==> config.mk <==
export PLATFORM = sky130hd
export DESIGN_NAME = rr_mux_stream
export DESIGN_NICKNAME = d
export VERILOG_FILES = /design/src/rtl/rr_mux_stream.sv
export SDC_FILE = /design/constraint.sdc
export NUM_CORES = 1
export LEC_CHECK = 0
export CORE_MARGIN = 2
export CORE_UTILIZATION = 46
export CTS_BUF_LIST = sky130_fd_sc_hd__clkbuf_4 sky130_fd_sc_hd__clkbuf_8 sky130_fd_sc_hd__clkbuf_16
export DETAILED_ROUTE_END_ITERATION = 8
export GPL_TIMING_DRIVEN = 0
export PLACE_DENSITY_LB_ADDON = 0.1
export SLEW_MARGIN = 25
export SYNTH_ARGS = -nofsm -noshare
export SYNTH_HDL_FRONTEND = slang
export SYNTH_SLANG_ARGS = --single-unit
==> constraint.sdc <==
create_clock -name clk -period 9 [get_ports clk]
set_clock_uncertainty 0.2 [all_clocks]
set_input_delay 2.25 -clock clk [delete_from_list [all_inputs] [get_ports clk]]
set_output_delay 2.25 -clock clk [all_outputs]
set_load 0.05 [all_outputs]
==> src/rtl/rr_mux_stream.sv <==
// rtl/rr_mux_stream.sv - round-robin / forced-select streaming mux with registered output stage
module rr_mux_stream #(
    parameter int N        = 8,
    parameter int CHANNELS = 4,
    localparam int SEL_W   = $clog2(CHANNELS)
) (
    input  logic                  clk,
    input  logic                  rst,
    input  logic [CHANNELS*N-1:0] in_data,
    input  logic [CHANNELS-1:0]   in_valid,
    output logic [CHANNELS-1:0]   in_ready,
    input  logic                  force_en,
    input  logic [SEL_W-1:0]      force_sel,
    output logic [N-1:0]          out_data,
    output logic [SEL_W-1:0]      out_channel,
    output logic                  out_valid,
    input  logic                  out_ready,
    output logic                  sel_err,
    output logic [15:0]           xfer_count
);

    localparam int CW = SEL_W + 1;

    typedef enum logic {
        EMPTY = 1'b0,
        FULL  = 1'b1
    } state_t;

    state_t                 state_q;
    state_t                 state_d;
    logic [SEL_W-1:0]       ptr;
    logic                   can_load;
    logic                   force_bad;
    logic                   grant_vld;
    logic [SEL_W-1:0]       grant_idx;
    logic [(1<<SEL_W)-1:0]  valid_pad;
    logic [CW-1:0]          idx;
    logic [N-1:0]           sel_data;

    assign out_valid = (state_q == FULL);
    assign can_load  = !out_valid || out_ready;
    assign force_bad = force_en && ({1'b0, force_sel} >= CW'(CHANNELS));

    // Pick the granted channel: forced index, or first valid channel at/after ptr
    always_comb begin
        grant_vld = 1'b0;
        grant_idx = '0;
        idx       = '0;
        valid_pad = '0;
        valid_pad[CHANNELS-1:0] = in_valid;
        if (!rst && can_load) begin
            if (force_en) begin
                if (!force_bad && valid_pad[force_sel]) begin
                    grant_vld = 1'b1;
                    grant_idx = force_sel;
                end
            end else begin
                // Walk from the farthest offset down so the nearest valid channel wins last
                for (int i = CHANNELS - 1; i >= 0; i--) begin
                    idx = {1'b0, ptr} + CW'(i);
                    if (idx >= CW'(CHANNELS)) begin
                        idx = idx - CW'(CHANNELS);
                    end
                    if (valid_pad[idx[SEL_W-1:0]]) begin
                        grant_vld = 1'b1;
                        grant_idx = idx[SEL_W-1:0];
                    end
                end
            end
        end
    end

    // Decode the grant into per-channel ready and pick the granted channel's data
    always_comb begin
        in_ready = '0;
        sel_data = '0;
        for (int c = 0; c < CHANNELS; c++) begin
            if (grant_vld && (grant_idx == SEL_W'(c))) begin
                in_ready[c] = 1'b1;
                sel_data    = in_data[c*N +: N];
            end
        end
    end

    // Output stage next state: a grant always fills; a FULL stage empties only when drained
    always_comb begin
        state_d = state_q;
        case (state_q)
            EMPTY: if (grant_vld) state_d = FULL;
            FULL:  if (!grant_vld && out_ready) state_d = EMPTY;
            default: state_d = EMPTY;
        endcase
    end

    // Registered output word, round-robin pointer, error pulse and transfer counter
    always_ff @(posedge clk) begin
        if (rst) begin
            state_q     <= EMPTY;
            out_data    <= '0;
            out_channel <= '0;
            ptr         <= '0;
            sel_err     <= 1'b0;
            xfer_count  <= '0;
        end else begin
            state_q <= state_d;
            sel_err <= force_bad;
            if (out_valid && out_ready) begin
                xfer_count <= xfer_count + 16'd1;
            end
            if (grant_vld) begin
                out_data    <= sel_data;
                out_channel <= grant_idx;
                // Forced grants leave the pointer alone so fairness resumes where it stopped
                if (!force_en) begin
                    ptr <= (grant_idx == SEL_W'(CHANNELS - 1)) ? '0 : grant_idx + SEL_W'(1);
                end
            end
        end
    end

endmodule

==> results.toml <==
[power]
ir_worst_vdd_uv = 98.8
p_leak_uw = 0.00103
power.density_mw_per_mm2 = 130

[clock_tree]
ctsHoldBuffers = 0
cts_tree = "done"
clkTransAtPathRegs_ns = 0.07
clockBufferDepth = 2
cts_sinks = 29
cts-resized-gates = 0
cts_buffers = 5
htree_levels = 2
clk_latency_ns = 0.29
post_cts_buffers = 0
cts_root_buf = "clkbuf_8"

[critical_path]
worst_path_most_repeated_cell = "clkdlybuf4s50_1"
cp_max_fo = 10
cp_cell_sequence = "clkdlybuf4s50_1 > nand2b_1 > a21boi_0 > o41a_1 > nor2_1 > ha_1 > buf_1 > clkbuf_1 > and2_1 > clkdlybuf4s50_1"
worst_setup_path_end_kind = "output port"
critPathBufInv = 4
startpoint_type = "input port"
critPathTopFamily = "buffers and inverters"
crit_slowest_cell = "clkdlybuf4s50_1"
required_ns = 6.55
critPathMaxStageDelay_ns = 0.81
cp.arrival_ns = 5.58
crit_type = "input port to output port"

[floorplanning]
fp.dieH_um = 66.4
rows = 22
die_area_mm2 = 0.00441
initial_core_util = 0.485
core_mm2 = 0.00369
die_w_um = 66.4
num_io_pins = 74

[sta]
fin_tns_setup_ns = 0
hold_slack_ns = 0.289
worst_slack_ns = 0.971
drv_slew = 0
period_needed_ns = 8.03
slew-limit-headroom = 0.638
setup-violations-final = 0
rsz0062_at_grt = "no"
tightest_slew_ns = 0.541
post-route-period-util = 0.892
max_freq_ghz = 0.125
finalHoldViolations = 0

[yosys]
synthesis.area_mm2 = 0.00179
synthMuxAreaShare = 0.0419
async_reset_ff_frac = 0
synthTopCellsByCount = "29 x dfxtp_1, 16 x a21oi_1, 16 x inv_1, 16 x nor2_1"
synth_xor_area_frac = 0.0489
yosysSeqAreaShare = 0.324
synth_simple_gate_area_frac = 0.237
synthAdderAreaFrac = 0.0349
synth_cells = 209
yosysMostFrequentCell = "dfxtp_1"
synthFlopType = "dfxtp_1"
yosys-top-cells-area = "dfxtp_1 32%, a2111o_1 5.0%, a21oi_1 4.5%, o211a_1 4.5%, a221oi_1 3.9%"
yosys_warnings = 0
yosys.area.top_type = "dfxtp_1"
synth_compound_area_frac = 0.239
synth_nets = 256
synth_edf_count = 0
synth_top_family_by_area = "compound AO/OA/AOI/OAI gates"
syn_avg_cell_area_um2 = 8.57
synth_seq_cells = 29
netlist.area_leader.share = 0.324
ys_types = 43

[final_layout]
final_cells = 337
drive_gt1_frac = 0.0588
fill_cells = 325
utilization = 0.720
layout.nets = 335
antenna_cells = 0
area_growth_pct = 48.4

[placed_design]
placed_cells = 329
hpwl_um = 3490
gp_congestion = 0.824
dp_slack_ns = 1.03
io_buffer_count = 72

[drt]
wl_per_cell_um = 13.9
via_per_inst = 5.47
first_pass_iters = 5
ant_nets = 0
wirelength_um = 4670
drc = 0
dr_total_vias = 1842
initialDrtViolationCount = 131

[global_route]
grt_max_degree = 11
grt_pass1_vias = 1721
grt_first_pass_wirelength_um = 7770
globalRouteOverflowTotal = 0
grt_usage = 0.231
antenna_found_initial = 0

[run_status]
status = "finished clean"

[min_path]
min_path_type = "flop to flop"

[job]
drv_cap = 0
final timing paths:
path	to	slack, ns	cells past startpoint	startpoint
max	in_ready[3]	0.97	10	in_valid[3]
min	out_channel[1]$_SDFFE_PP0P_	0.29	2	out_channel[1]$_SDFFE_PP0P_
max reg2reg	out_data[6]$_SDFFE_PP0P_	6.04	10	ptr[0]$_SDFFE_PP0P_
min reg2reg	out_channel[1]$_SDFFE_PP0P_	0.29	2	out_channel[1]$_SDFFE_PP0P_
cells by family after synthesis:
kind of cell               Yosys count
DFF                                 29
xor gates and xnor gates            10
buffers and inverters               30
adders and majority gates            5
other                                1
muxes                                7
and+or+nand+nor                     75
AOI/OAI and AO/OA                   52
worst min-delay path, stage by stage (launching register included):
cell and delay, ns:
dfxtp_1 0.31, inv_1 0.06, o32ai_2 0.08
layout by cell type (no fill, tap or decap), drive strengths merged, types with 2 or more instances in the layout:
cell type,n
or3,5
nor4,4
xnor2,7
or4,2
mux2,4
nand2b,6
nand3b,8
o21ai,4
nand2,9
xor2,3
nor2,17
ha,5
o211a,8
mux2i,3
o32ai,2
clkbuf,12
nor2b,3
inv,16
nor3,2
and2,7
a21oi,16
clkdlybuf4s50,72
a221oi,8
a2111o,8
dfxtp,29
nand4,6
nand3,3
buf,8
clkinv,2
state kept, by name, indices dropped and copies added, names as in the netlist:
name and cells:
out_data 8, ptr 2, xfer_count 16, out_channel 2, out_valid 1
layout make-up:
cell class	count	area, um^2	share of cell area
repair buffers	72	721	0.271
clock inverters	2	10.0	0.00377
multi-input cells	150	1080	0.407
clock buffers	6	76.3	0.0287
inverters	16	60.1	0.0226
well taps	48	60.1	0.0226
flip-flops and latches	29	581	0.218
plain buffers	14	68.8	0.0259
power by group:
| part | internal, uW | leakage [uW] | total (uW) | switching (uW) |
|---|---|---|---|---|
| Combinational | 46.8 | 0.000749 | 100 | 53.6 |
| Clock | 56.4 | 0.0000484 | 107 | 50.6 |
| Sequential | 135 | 0.000236 | 139 | 4.27 |
| Total | 238 | 0.00103 | 346 | 108 |
metrics by stage:
stage / power (uW) / area, um^2
floorplan: 201 / 1790
global placement: 241 / 2570
detailed placement: 242 / 2570
CTS: 349 / 2660
global route: 364 / 2660
finish: 346 / 2660
routing by layer:
metal | up-vias | track usage | share of wire
li1 | 922 | - | -
met5 | - | 0 | 0
met1 | 856 | 0.304 | 0.48
met4 | 0 | 0.0638 | 0.011
met2 | 58 | 0.360 | 0.45
met3 | 6 | 0.0767 | 0.064
No activity file was read; power rests on OpenSTA's default activity.
